File: config.mk
export PLATFORM = sky130hd
export DESIGN_NAME = lift_car_sequencer
export DESIGN_NICKNAME = d
export VERILOG_FILES = /design/src/rtl/lift_car_sequencer.sv
export SDC_FILE = /design/constraint.sdc
export NUM_CORES = 1
export LEC_CHECK = 0
export CORE_MARGIN = 2
export CORE_UTILIZATION = 47
export CTS_CLUSTER_DIAMETER = 120
export DETAILED_ROUTE_END_ITERATION = 8
export PLACE_DENSITY = 0.74
export RECOVER_POWER = 25
export SLEW_MARGIN = 20
export SYNTH_ARGS = -nofsm -noshare
export SYNTH_HDL_FRONTEND = slang
export SYNTH_SLANG_ARGS = --single-unit
export TNS_END_PERCENT = 100
File: constraint.sdc
create_clock -name clk -period 1.8 [get_ports clk]
set_input_delay 0.18 -clock clk [delete_from_list [all_inputs] [get_ports clk]]
set_output_delay 0.18 -clock clk [all_outputs]
set_load 0.005 [all_outputs]
File: src/rtl/lift_car_sequencer.sv
// lift_car_sequencer: timed car model producing floor one-hot, door level and limit errors
module lift_car_sequencer #(
  parameter int N_FLOORS           = 8,
  parameter int TRAVEL_CYCLES      = 16,
  parameter int DOOR_OPEN_CYCLES   = 32,
  parameter int CLOSE_GUARD_CYCLES = 4
) (
  input  logic                        clk,
  input  logic                        reset,
  input  logic                        i_motion,
  input  logic                        i_direction,
  input  logic                        i_has_rqst_at_stopped_flr,
  input  logic                        i_door_hold,
  output logic [N_FLOORS-1:0]         o_flr_pos,
  output logic                        o_door_open,
  output logic [$clog2(N_FLOORS)-1:0] o_floor_idx,
  output logic                        o_limit_err
);
  localparam int FW = $clog2(N_FLOORS);
  localparam int M1 = TRAVEL_CYCLES > DOOR_OPEN_CYCLES ? TRAVEL_CYCLES : DOOR_OPEN_CYCLES;
  localparam int MAX_T = M1 > CLOSE_GUARD_CYCLES ? M1 : CLOSE_GUARD_CYCLES;
  localparam int TW = $clog2(MAX_T) + 1;
  typedef enum logic [1:0] {PARKED, TRAVEL, DOOR_OPEN, CLOSE_GUARD} state_t;
  state_t state, state_n;
  logic [TW-1:0] timer, timer_n;
  logic [FW-1:0] floor_n;
  logic dir, dir_n, err_n, at_top, at_bot;
  assign at_top = o_floor_idx == FW'(N_FLOORS - 1);
  assign at_bot = o_floor_idx == '0;
  // next state, shared timer, floor and limit-error decisions
  always_comb begin
    state_n = state;
    timer_n = timer;
    floor_n = o_floor_idx;
    dir_n   = dir;
    err_n   = 1'b0;
    case (state)
      PARKED:
        if (i_has_rqst_at_stopped_flr) begin
          state_n = DOOR_OPEN;
          timer_n = TW'(DOOR_OPEN_CYCLES - 1);
        end else if (i_motion) begin
          if (i_direction ? at_top : at_bot) err_n = 1'b1;
          else begin
            state_n = TRAVEL;
            timer_n = TW'(TRAVEL_CYCLES - 1);
            dir_n   = i_direction;
          end
        end
      TRAVEL:
        if (timer == '0) begin
          state_n = PARKED;
          floor_n = dir ? o_floor_idx + 1'b1 : o_floor_idx - 1'b1;
        end else timer_n = timer - 1'b1;
      DOOR_OPEN:
        if (i_door_hold) timer_n = TW'(DOOR_OPEN_CYCLES - 1);
        else if (timer == '0) begin
          state_n = CLOSE_GUARD;
          timer_n = TW'(CLOSE_GUARD_CYCLES - 1);
        end else timer_n = timer - 1'b1;
      CLOSE_GUARD:
        if (timer == '0) state_n = PARKED;
        else timer_n = timer - 1'b1;
      default: state_n = PARKED;
    endcase
  end
  // state and registered outputs derived from the next state
  always_ff @(posedge clk) begin
    if (reset) begin
      state       <= PARKED;
      timer       <= '0;
      dir         <= 1'b0;
      o_flr_pos   <= N_FLOORS'(1);
      o_door_open <= 1'b0;
      o_floor_idx <= '0;
      o_limit_err <= 1'b0;
    end else begin
      state       <= state_n;
      timer       <= timer_n;
      dir         <= dir_n;
      o_flr_pos   <= state_n == TRAVEL ? '0 : N_FLOORS'(1) << floor_n;
      o_door_open <= state_n == DOOR_OPEN;
      o_floor_idx <= floor_n;
      o_limit_err <= err_n;
    end
  end
  // output invariants: position one-hot or empty, door only open at a floor, floor in range
  always_ff @(posedge clk) begin
    if (!reset) begin
      assert ($onehot0(o_flr_pos));
      assert (!o_door_open || $onehot(o_flr_pos));
      assert (int'(o_floor_idx) < N_FLOORS);
    end
  end
endmodule

# == Yosys cells after proc, flatten, opt, wreduce, memory -nomap -nowiden ==
# Index checks and enable logic that the tools add are counted.
# totals
reg_bits,22
# classes
add_sub_neg,3
eq_ne,9
shifts,1
muxes,20
n_bitwise,4
n_reduce_logical,8
# op_table
cell,count
two-way mux 6 bit,6
case mux 6 bit (3 select lines),1
two-way mux 2 bit,6
two-way mux 3 bit,3
"<< shifter 1 x 3 -> 8 bit, first input constant",1
"equality test 2 bit, second input constant",3
zero test 6 bit,1
"inequality test 3 bit, second input constant",2
case mux 2 bit (3 select lines),1
"subtractor 6 x 1 -> 6 bit, second input constant",1
"equality test 2 x 1 -> 1 bit, second input constant",2
NOT 1 bit,4
AND reduction 4 bit,1
OR reduction 2 bit,2
OR reduction 4 bit,1
"adder 3 x 1 -> 3 bit, second input constant",1
"equality test 3 bit, second input constant",1
zero test 3 bit,1
two-way mux 1 bit,3
AND reduction 3 bit,1
"subtractor 3 x 1 -> 3 bit, second input constant",1
zero test 2 bit,1
"inequality test 2 bit, second input constant",1

# == Depth between registers and ports, before layout ==
# Gate-level depths: netlist of the first run.
# depth
ltp_word,8
ltp_mapped,7

# == Worst setup path before layout of the first run ==
# No wires, ideal clock.
# synth_path
path_kind,register -> register
startpoint,register state[1]
endpoint,register o_flr_pos[5]
arrival_ps,1693
slack_ps,-23
stages_incl_launch_ff,7
synth_period_minus_slack_ps,1823
path_cell_list,dfxtp_1 > buf_6 > or4b_4 > or3_1 > buf_6 > a32oi_4 > nor4_1
# synth_via
elab_chain_cells,6
word_cells_on_any_way,16
cone_classes,eq/ne (4); shift (1); mux (8); reduce/logical (3)
# synth_lines
item,line_no,source
start: declaration,24,"state_t state, state_n;"
start signal: assignment,78,state <= state_n;
two-way mux 2 bit,43,if (i_direction ? at_top : at_bot) err_n = 1'b1;
two-way mux 2 bit,42,end else if (i_motion) begin
two-way mux 2 bit,39,if (i_has_rqst_at_stopped_flr) begin
case mux 2 bit (3 select lines),37,case (state)
equality test 2 x 1 -> 1 bit,81,o_flr_pos <= state_n == TRAVEL ? '0 : N_FLOORS'(1) << floor_n;
OR reduction 2 bit (no source line),-,
end signal: assignment,81,
end: declaration,14,"output logic [N_FLOORS-1:0] o_flr_pos,"
# Several ways; a longest one is shown, not always the timed one.
# A chain may end at the register's enable or synchronous reset.

# == Worst setup path in the final report of the first run ==
# layout_path
startpoint,register dir
endpoint,register o_flr_pos[7]
# layout_via
elab_chain_cells,4
# layout_lines
item,line_no,source
start: declaration,27,"logic dir, dir_n, err_n, at_top, at_bot;"
start signal: assignment,80,dir <= dir_n;
two-way mux 3 bit,53,floor_n = dir ? o_floor_idx + 1'b1 : o_floor_idx - 1'b1;
two-way mux 3 bit,51,if (timer == '0) begin
two-way mux 3 bit,37,
<< shifter 1 x 3 -> 8 bit,81,
# Every way passes these cells.

==> results.tsv, run 1 <==
metric	value	unit
run_status	finished, violations left	
violations	negative setup slack	
first_pass_iters	4	
grt_pass1_vias	1096	
clk-insertion-delay-late	320	ps
clock_sinks	22	
die_w	54.3	um
ant_nets	0	
syn_area	1190	sq um
synth_fp_nets	137	
hold_viol_final	0	
grt_first_pass_wirelength	4910	um
slew_headroom	75.7	%
antenna_found_initial	0	
grt_max_degree	17	
syn_area_per_cell	9.20	sq um
synth_enable_flop_cells	0	
drt_iter0_markers	28	
num_rows	18	
grt.total_usage	23.4	%
critPathCaptureType	register	
cts.clk_slew.worst_paths	130	ps
cts_inserted_buffers	3	
layout_min_cycle_time	1860	ps
path_max_fanout	3	
fin_nets	177	
wl_met1	1470	um
htreeDepth	1	
viasPerCell	5.92	
yosys_warnings	0	
routedWlPerCell	16.6	um
worst-setup-path-type	reg -> reg	
dp_hpwl	2200	um
place_ws	-266	ps
postSynthCellCount	129	
pin_count	19	
cts_tree	done	
rr_worst_depth	5	
diodes	0	
max_freq	537	MHz
crit_required	2050	ps
coreArea	2430	sq um
routed-wl-met2	1590	um
rsz0062_at_grt	yes	
gp_congestion	0.838	
leakage	0.000650	uW
ys_ff_latch	22	
final_layout_size_suffix_gt1_share	36.3	%
cap_violations	0	
period_share	104	%
syn2layout_area_growth	42.6	%
hold_class	in -> reg	
io_buffers	18	
cts_root_buf	clkbuf_4	
dieArea	2940	sq um
power.density	748	nW/um^2
dp.cells	191	
setup-violations-final	2	
instances_no_fill	198	
async_flop_share	0	%
die_h	54.3	um
critPathLaunchType	register	
overflow	0	
initial_utilization	48.8	%
fin_skew	2.81	ps
wl_met3	149	um
top_layer	met4	
yosysUniqueCellTypes	46	
synth-seq-area-share	37.1	%
fin_hold_ws	489	ps
n_fill_cell	179	
layout_setup_ws	-63.2	ps
maxSlewViolCount	0	
clk_path_buf_depth	2	
worstMarginPinSlew	364	ps
drc_errors	0	
arrival	2110	ps
ys.flop_type	dfxtp_1	
worst_hold_path.num_cells	2	
finalWirelength	3290	um
vias	1173	
ir_worst_vdd	432	uV
## synthesized netlist by cell type (2+ instances only)
cell type / count / area share, %
inv_1: 9 / 2.8
and4_1: 3 / 2.2
nor4_1: 7 / 3.7
o31ai_1: 2 / 1.3
o21ai_0: 5 / 2.1
o32ai_1: 2 / 1.5
xor2_1: 2 / 1.5
a31oi_1: 6 / 3.2
dfxtp_1: 22 / 37
buf_6: 3 / 2.8
a21oi_1: 8 / 3.4
nand2_1: 4 / 1.3
or3_1: 2 / 1.1
clkbuf_1: 5 / 1.6
nor2b_1: 2 / 1.1
xnor2_1: 2 / 1.5
nand3_1: 3 / 1.3
mux2_2: 2 / 1.9
nor3_1: 8 / 3.4
nor2_1: 6 / 1.9
## final cells by class
type	instances	area (sq um)	area share [%]
clock inverters	1	30.0	1.77
well taps	30	37.5	2.22
repair buffers	45	383	22.6
inverters	9	33.8	2.00
flip-flops and latches	22	445	26.3
clock buffers	3	22.5	1.33
multi-input cells	88	741	43.8
## cells by family (layout without fill, tap and decap cells)
| group | count (synthesis) | in the layout | share of synthesized area [%] |
|---|---|---|---|
| AO/OA/AOI/OAI | 33 | 33 | 21.3 |
| multiplexers | 3 | 3 | 2.74 |
| adder cells (fa/ha/maj) | 2 | 2 | 2.74 |
| buffers and inverters | 19 | 58 | 8.01 |
| XOR/XNOR | 4 | 4 | 2.95 |
| flip-flops | 22 | 22 | 37.1 |
| AND/OR/NAND/NOR | 46 | 46 | 25.2 |
## per-layer routing
layer	vias up	GRT usage, %
met4	0	8.75
met2	33	38.4
met3	6	3.28
met5	-	0
li1	562	-
met1	572	31.2
## registers in the layout, indices dropped and copies added (netlist names)
signal,flops
o_flr_pos,8
timer,6
o_floor_idx,3
state,2
dir,1
o_door_open,1
o_limit_err,1
## final timing paths
kind                            start                       to  slack [ps]
hold / removal                  reset      state[1]$_SDFF_PP0_         490
hold reg to reg   state[0]$_SDFF_PP0_   o_limit_err$_SDFF_PP0_         550
setup reg to reg     dir$_SDFFE_PP0P_  o_flr_pos[7]$_SDFF_PP0_         -60
setup / recovery     dir$_SDFFE_PP0P_  o_flr_pos[7]$_SDFF_PP0_         -60
## repair_timing
action / 4_1_cts / 5_1_grt
resized for setup: 9 / 17
buffers inserted: 2 / 1
hold endpoints to repair: 0 / 0
setup endpoints to repair: 12 / 10
hold buffers: 0 / 0
pin swaps: 5 / 7
## worst max-delay path, stage by stage (launching register included)
cell	delay, ps
dfxtp_2	390
inv_2	40
fa_2	570
nand4_1	200
mux2_4	360
nor4_2	240
## cells in the final DEF (no fill, tap or decap), drive strengths merged, types with 2 or more instances in the layout
| cell type | n |
|---|---|
| xor2 | 2 |
| nor4b | 2 |
| clkdlybuf4s50 | 12 |
| dlygate4sd3 | 6 |
| mux2 | 2 |
| o31ai | 2 |
| clkbuf | 4 |
| and4 | 3 |
| nor4 | 7 |
| a31oi | 6 |
| nor2 | 6 |
| dfxtp | 22 |
| o32ai | 2 |
| inv | 9 |
| nor2b | 2 |
| nand3 | 3 |
| or4b | 2 |
| a21oi | 8 |
| o21ai | 6 |
| xnor2 | 2 |
| nand2 | 5 |
| buf | 26 |
| nor3 | 8 |
| or3 | 2 |
## report_power, final
group | internal (uW) | total (uW) | switching (uW)
clock network | 225 | 393 | 167
registers | 518 | 549 | 31.7
logic | 164 | 324 | 160
## stage by stage
stage	util [%]	power (uW)	setup TNS (ps)	area [sq um]
finish	69.6	1270	-95.8	1690
floorplan	-	726	-85.8	1190
global route	69.6	1330	-447	1690
CTS	66.7	1230	0	1620
detailed placement	62.7	837	-2440	1520
global placement	62.7	827	-2110	1520
Note: power is estimated with default switching activity, not from simulation.
==> run 2: changes to the inputs <==
--- a/config.mk
+++ b/config.mk
@@ -6,10 +6,11 @@
 export NUM_CORES = 1
 export LEC_CHECK = 0
 export CORE_MARGIN = 2
-export CORE_UTILIZATION = 47
+export CORE_UTILIZATION = 60
 export CTS_CLUSTER_DIAMETER = 120
 export DETAILED_ROUTE_END_ITERATION = 8
-export PLACE_DENSITY = 0.74
+export DONT_BUFFER_PORTS = 1
+export PLACE_DENSITY = 0.76
 export RECOVER_POWER = 25
 export SLEW_MARGIN = 20
 export SYNTH_ARGS = -nofsm -noshare
==> constraint.sdc (replaced) <==
create_clock -name clk -period 2.1 [get_ports clk]
set_input_delay 0.21 -clock clk [delete_from_list [all_inputs] [get_ports clk]]
set_output_delay 0.21 -clock clk [all_outputs]
set_load 0.005 [all_outputs]
==> run 2 against run 1 <==
The run now ends clean. Critical path depth is 1 higher. Count of clock-buffer cells in the layout stayed put. Register-to-register slack better by 190 ps. Sequential power is 13% lower. Wire length is 18% lower. Setup slack better by 190 ps. Global-route usage is 0.29 points higher. Die area is 20% lower. First-iteration DRC count grew to 2.5 times the previous value. Largest power group unchanged. Combinational power is 44% lower. Hold slack worse by 450 ps. Sequential share of layout area is 7.8 points higher.
==> results.tsv, run 2 (synthesized netlist as in run 1, its figures left out) <==
metric	value	unit
run_status	completed	
coreArea	1920	sq um
setup_tns	0	ps
clk_path_buf_depth	2	
drc_errors	0	
grt_max_degree	15	
finalWirelength	2710	um
syn2layout_area_growth	8.85	%
postLayoutCoreUtil	67.3	%
dp_hpwl	1920	um
cap_violations	0	
worst-setup-path-type	reg -> reg	
final_cell_mix	dfxtp_1, inv_1, a21oi_1, nor3_1, nor4_1	
fin_skew	8.45	ps
cts_inserted_buffers	3	
clk-insertion-delay-late	320	ps
slew_headroom	52.0	%
leakage	0.000454	uW
layout_min_cycle_time	1970	ps
viasPerCell	6.66	
crit_path_end	o_flr_pos[6]$_SDFF_PP0_	
period_share	94.0	%
setup-violations-final	0	
power.density	762	nW/um^2
diodes	0	
htreeDepth	1	
vias	1053	
ant_nets	0	
power	985	uW
grt_first_pass_wirelength	4370	um
cts.clk_slew.worst_paths	130	ps
arrival	2200	ps
io_buffers	0	
crit_required	2320	ps
top_regs	o_flr_pos (8), timer (6), o_floor_idx (3)	
worstMarginPinSlew	716	ps
fin_nets	140	
layout_setup_ws	127	ps
layout_commonest_cell	dfxtp_1	
max_freq	507	MHz
first_pass_iters	5	
die_h	48.5	um
place_ws	21.9	ps
rsz0062_at_grt	no	
initial_utilization	61.8	%
critPathCaptureType	register	
drt_iter0_markers	71	
antenna_found_initial	0	
worstReg2RegStart	timer[0]$_SDFFE_PP0P_	
timing.rr.end	o_flr_pos[6]$_SDFF_PP0_	
path_max_fanout	7	
critPathLaunchType	register	
fin_hold_ws	41.2	ps
num_rows	16	
crit_start	timer[0]$_SDFFE_PP0P_	
cts_tree	done	
hold_class	in -> reg	
clock_sinks	22	
gp_congestion	0.849	
die_w	48.5	um
ir_worst_vdd	446	uV
overflow	0	
hold_viol_final	0	
maxSlewViolCount	0	
largest_reg_flops	8	
routedWlPerCell	17.1	um
dieArea	2350	sq um
pin_count	19	
final_layout_size_suffix_gt1_share	18.3	%
n_fill_cell	168	
top_register	o_flr_pos	
cts_root_buf	clkbuf_4	
worst-r2r-setup-slack	130	ps
grt_pass1_vias	899	
rr_worst_depth	6	
grt.total_usage	23.7	%
run 2: critical path: stages (launching register included):
cell and delay (ps):
dfxtp_1 360, inv_1 60, ha_1 210, or4b_4 560, o21ai_4 230, a32oi_4 150
nor4_1 300
run 2: how the worst min path moves through the flow:
| stage | from | to | slack [ps] | cells after the start |
|---|---|---|---|---|
| floorplan | i_direction | dir$_SDFFE_PP0P_ | 350 | 2 |
| global placement | reset | timer[5]$_SDFFE_PP0P_ | 280 | 1 |
| detailed placement | reset | state[0]$_SDFF_PP0_ | 290 | 1 |
| CTS | reset | state[1]$_SDFF_PP0_ | 3 | 1 |
| global route | i_direction | dir$_SDFFE_PP0P_ | 40 | 2 |
| finish | i_direction | dir$_SDFFE_PP0P_ | 40 | 2 |
run 2: repair_timing:
action,in CTS,in global routing
hold buffers,1,1
endpoints found under the setup margin,1,8
hold endpoints to repair,14,1
buffers inserted,0,1
resized for setup,1,2
run 2: where the power goes:
| part | switching, uW | internal (uW) | leakage [uW] |
|---|---|---|---|
| Combinational | 104 | 78.2 | 0.000246 |
| Clock | 134 | 193 | 0.0000279 |
| Sequential | 32.5 | 442 | 0.000180 |
| Total | 271 | 714 | 0.000454 |
run 2: per-stage QoR:
step / instance area (sq um) / std cells
finish: 1290 / 158
global route: 1290 / 158
CTS: 1260 / 156
detailed placement: 1200 / 151
global placement: 1200 / 151
floorplan: 1190 / 129
run 2: routing by layer:
layer	vias to the layer above	track usage, %	part of all wire [%]
li1	486	-	-
met1	500	32.5	41
met2	60	37.7	48
met3	7	4.01	9.3
met4	0	9.05	1.8
met5	-	0	0
run 2: final cells by class:
class / instances / area [sq um] / area share (%)
repair buffers: 8 / 65.1 / 5.03
clock inverters: 1 / 30.0 / 2.32
inverters: 9 / 33.8 / 2.61
flip-flops and latches: 22 / 440 / 34.1
well taps: 27 / 33.8 / 2.61
multi-input cells: 88 / 667 / 51.6
clock buffers: 3 / 22.5 / 1.74
==> run 3: changes to the inputs <==
--- a/config.mk
+++ b/config.mk
@@ -6,11 +6,11 @@
 export NUM_CORES = 1
 export LEC_CHECK = 0
 export CORE_MARGIN = 2
-export CORE_UTILIZATION = 60
+export CORE_UTILIZATION = 40
 export CTS_CLUSTER_DIAMETER = 120
 export DETAILED_ROUTE_END_ITERATION = 8
 export DONT_BUFFER_PORTS = 1
-export PLACE_DENSITY = 0.76
+export PLACE_DENSITY = 0.58
 export RECOVER_POWER = 25
 export SLEW_MARGIN = 20
 export SYNTH_ARGS = -nofsm -noshare
==> run 3 against run 2 <==
Maximum frequency grew 1.9%. Via count shrank 6.6%. Sequential share of layout area grew 1.3 points. Hold slack lost 25 ps. Core utilization shrank 22 points. Wire length shrank 4.8%. Clock skew shrank 1.0 ps. Flip-flop and latch count is the same. Register-to-register slack gained 40 ps. Clock power shrank 45%.
==> results.tsv, run 3 (synthesized netlist as in run 1, its figures left out) <==
metric	value	unit
run_status	completed	
cts_inserted_buffers	3	
drt_iter0_markers	27	
setup-violations-final	0	
min_from	reset	
die_h	58.5	um
power_switching_share	29.4	%
postLayoutCoreUtil	44.8	%
dp.cells	155	
grt.total_usage	16.4	%
setup_tns	0	ps
overflow	0	
critPathLaunchType	register	
first_pass_iters	4	
worst_hold_path.num_cells	1	
worst-setup-path-type	reg -> reg	
io_buffers	0	
final_layout_size_suffix_gt1_share	16.3	%
die_w	58.5	um
grt_pass1_vias	904	
n_fill_cell	287	
max_freq	516	MHz
fin_skew	7.41	ps
internal-power	587	uW
path_max_fanout	7	
period_share	92.2	%
ir_worst_vdd	426	uV
worstReg2RegStart	timer[0]$_SDFFE_PP0P_	
grt_first_pass_wirelength	4300	um
syn2layout_area_growth	4.95	%
worst-r2r-setup-slack	160	ps
critPathCaptureType	register	
stdcell_area	1250	sq um
power_frac_comb	21.0	%
initial_utilization	42.7	%
num_rows	19	
vias	983	
clock_sinks	22	
ff_latch_area	440	sq um
gp_congestion	0.832	
diodes	0	
top_register	o_flr_pos	
finalWirelength	2580	um
rr_worst_depth	6	
cts_root_buf	clkbuf_4	
clockPowerShare	21.8	%
antenna_found_initial	0	
timing.rr.end	o_flr_pos[7]$_SDFF_PP0_	
largest_reg_flops	8	
final_cell_mix	dfxtp_1, inv_1, a21oi_1, nor3_1, nor4_1	
power.switching	245	uW
cts_tree	done	
multi_input_area	656	sq um
grt_max_degree	15	
routedWlPerCell	16.1	um
layout_min_cycle_time	1940	ps
arrival	2140	ps
leakage	0.000432	uW
maxSlewViolCount	0	
htreeDepth	1	
rsz0062_at_grt	no	
place_ws	75.6	ps
cap_violations	0	
layout_commonest_cell	dfxtp_1	
viasPerCell	6.14	
layout_setup_ws	163	ps
fin_nets	139	
clk-insertion-delay-late	300	ps
instances_no_fill	160	
hold_viol_final	0	
pin_count	19	
ant_nets	0	
crit_required	2300	ps
top_regs	o_flr_pos (8), timer (6), o_floor_idx (3)	
coreArea	2780	sq um
dieArea	3420	sq um
cts.clk_slew.worst_paths	110	ps
slew_headroom	61.0	%
power.density	668	nW/um^2
place_area	1200	sq um
worstMarginPinSlew	579	ps
dp_hpwl	1950	um
min_to	state[1]$_SDFF_PP0_	
drc_errors	0	
p_seq_share	57.2	%
hold_class	in -> reg	
clk_path_buf_depth	2	
==> run 3: layer usage <==
metal  track usage, %  up-vias  share of wire, %
met2             25.5       29                45
met4             2.99        0              0.66
met3             4.62        2               6.8
li1                 -      484                 -
met1             22.8      468                48
met5                0        -                 0
==> run 3: worst max-delay path by stage <==
stage | from | endpoint | slack (ps) | cells after the start
floorplan | state[1]$_SDFF_PP0_ | o_flr_pos[5]$_SDFF_PP0_ | 280 | 6
global placement | timer[0]$_SDFFE_PP0P_ | o_flr_pos[7]$_SDFF_PP0_ | 110 | 6
detailed placement | timer[0]$_SDFFE_PP0P_ | o_flr_pos[6]$_SDFF_PP0_ | 80 | 6
CTS | timer[0]$_SDFFE_PP0P_ | o_flr_pos[6]$_SDFF_PP0_ | 50 | 6
global route | timer[0]$_SDFFE_PP0P_ | o_flr_pos[0]$_SDFF_PP1_ | 30 | 7
finish | timer[0]$_SDFFE_PP0P_ | o_flr_pos[7]$_SDFF_PP0_ | 160 | 6
==> run 3: area by class of cell <==
| class | count | area share (%) |
|---|---|---|
| Sequential cell | 22 | 35.3 |
| Clock buffer | 3 | 1.81 |
| Multi-Input combinational cell | 88 | 52.6 |
| Tap cell | 31 | 3.11 |
| Inverter | 9 | 2.71 |
| Timing Repair Buffer | 7 | 4.42 |
==> run 3: power groups by stage <==
stage	registers, uW	clock network (uW)	logic (uW)
after global routing	481	207	193
after CTS	475	190	170
after detailed placement	484	0	163
after floorplan	472	0	151
final	476	181	175
after global placement	484	0	162
==> run 3: through the flow <==
stage | power, uW | hold WS (ps)
after floorplan | 622 | 354
after global placement | 645 | 283
after detailed placement | 647 | 284
after CTS | 834 | 6.90
after global routing | 881 | 6.45
final | 832 | 16.1
==> run 3: critical path, cell delays in order (launching register included) <==
cell     delay (ps)
dfxtp_1         350
inv_1            60
ha_1            200
or4b_4          540
o21ai_4         230
a32oi_4         160
nor4_1          300
==> run 3: timing repair <==
action                                 4_1_cts  5_1_grt
hold buffers                                 1        0
resized for setup                            0        1
setup buffers                                0        1
setup endpoints to repair                    0        5
endpoints found under the hold margin       14        0
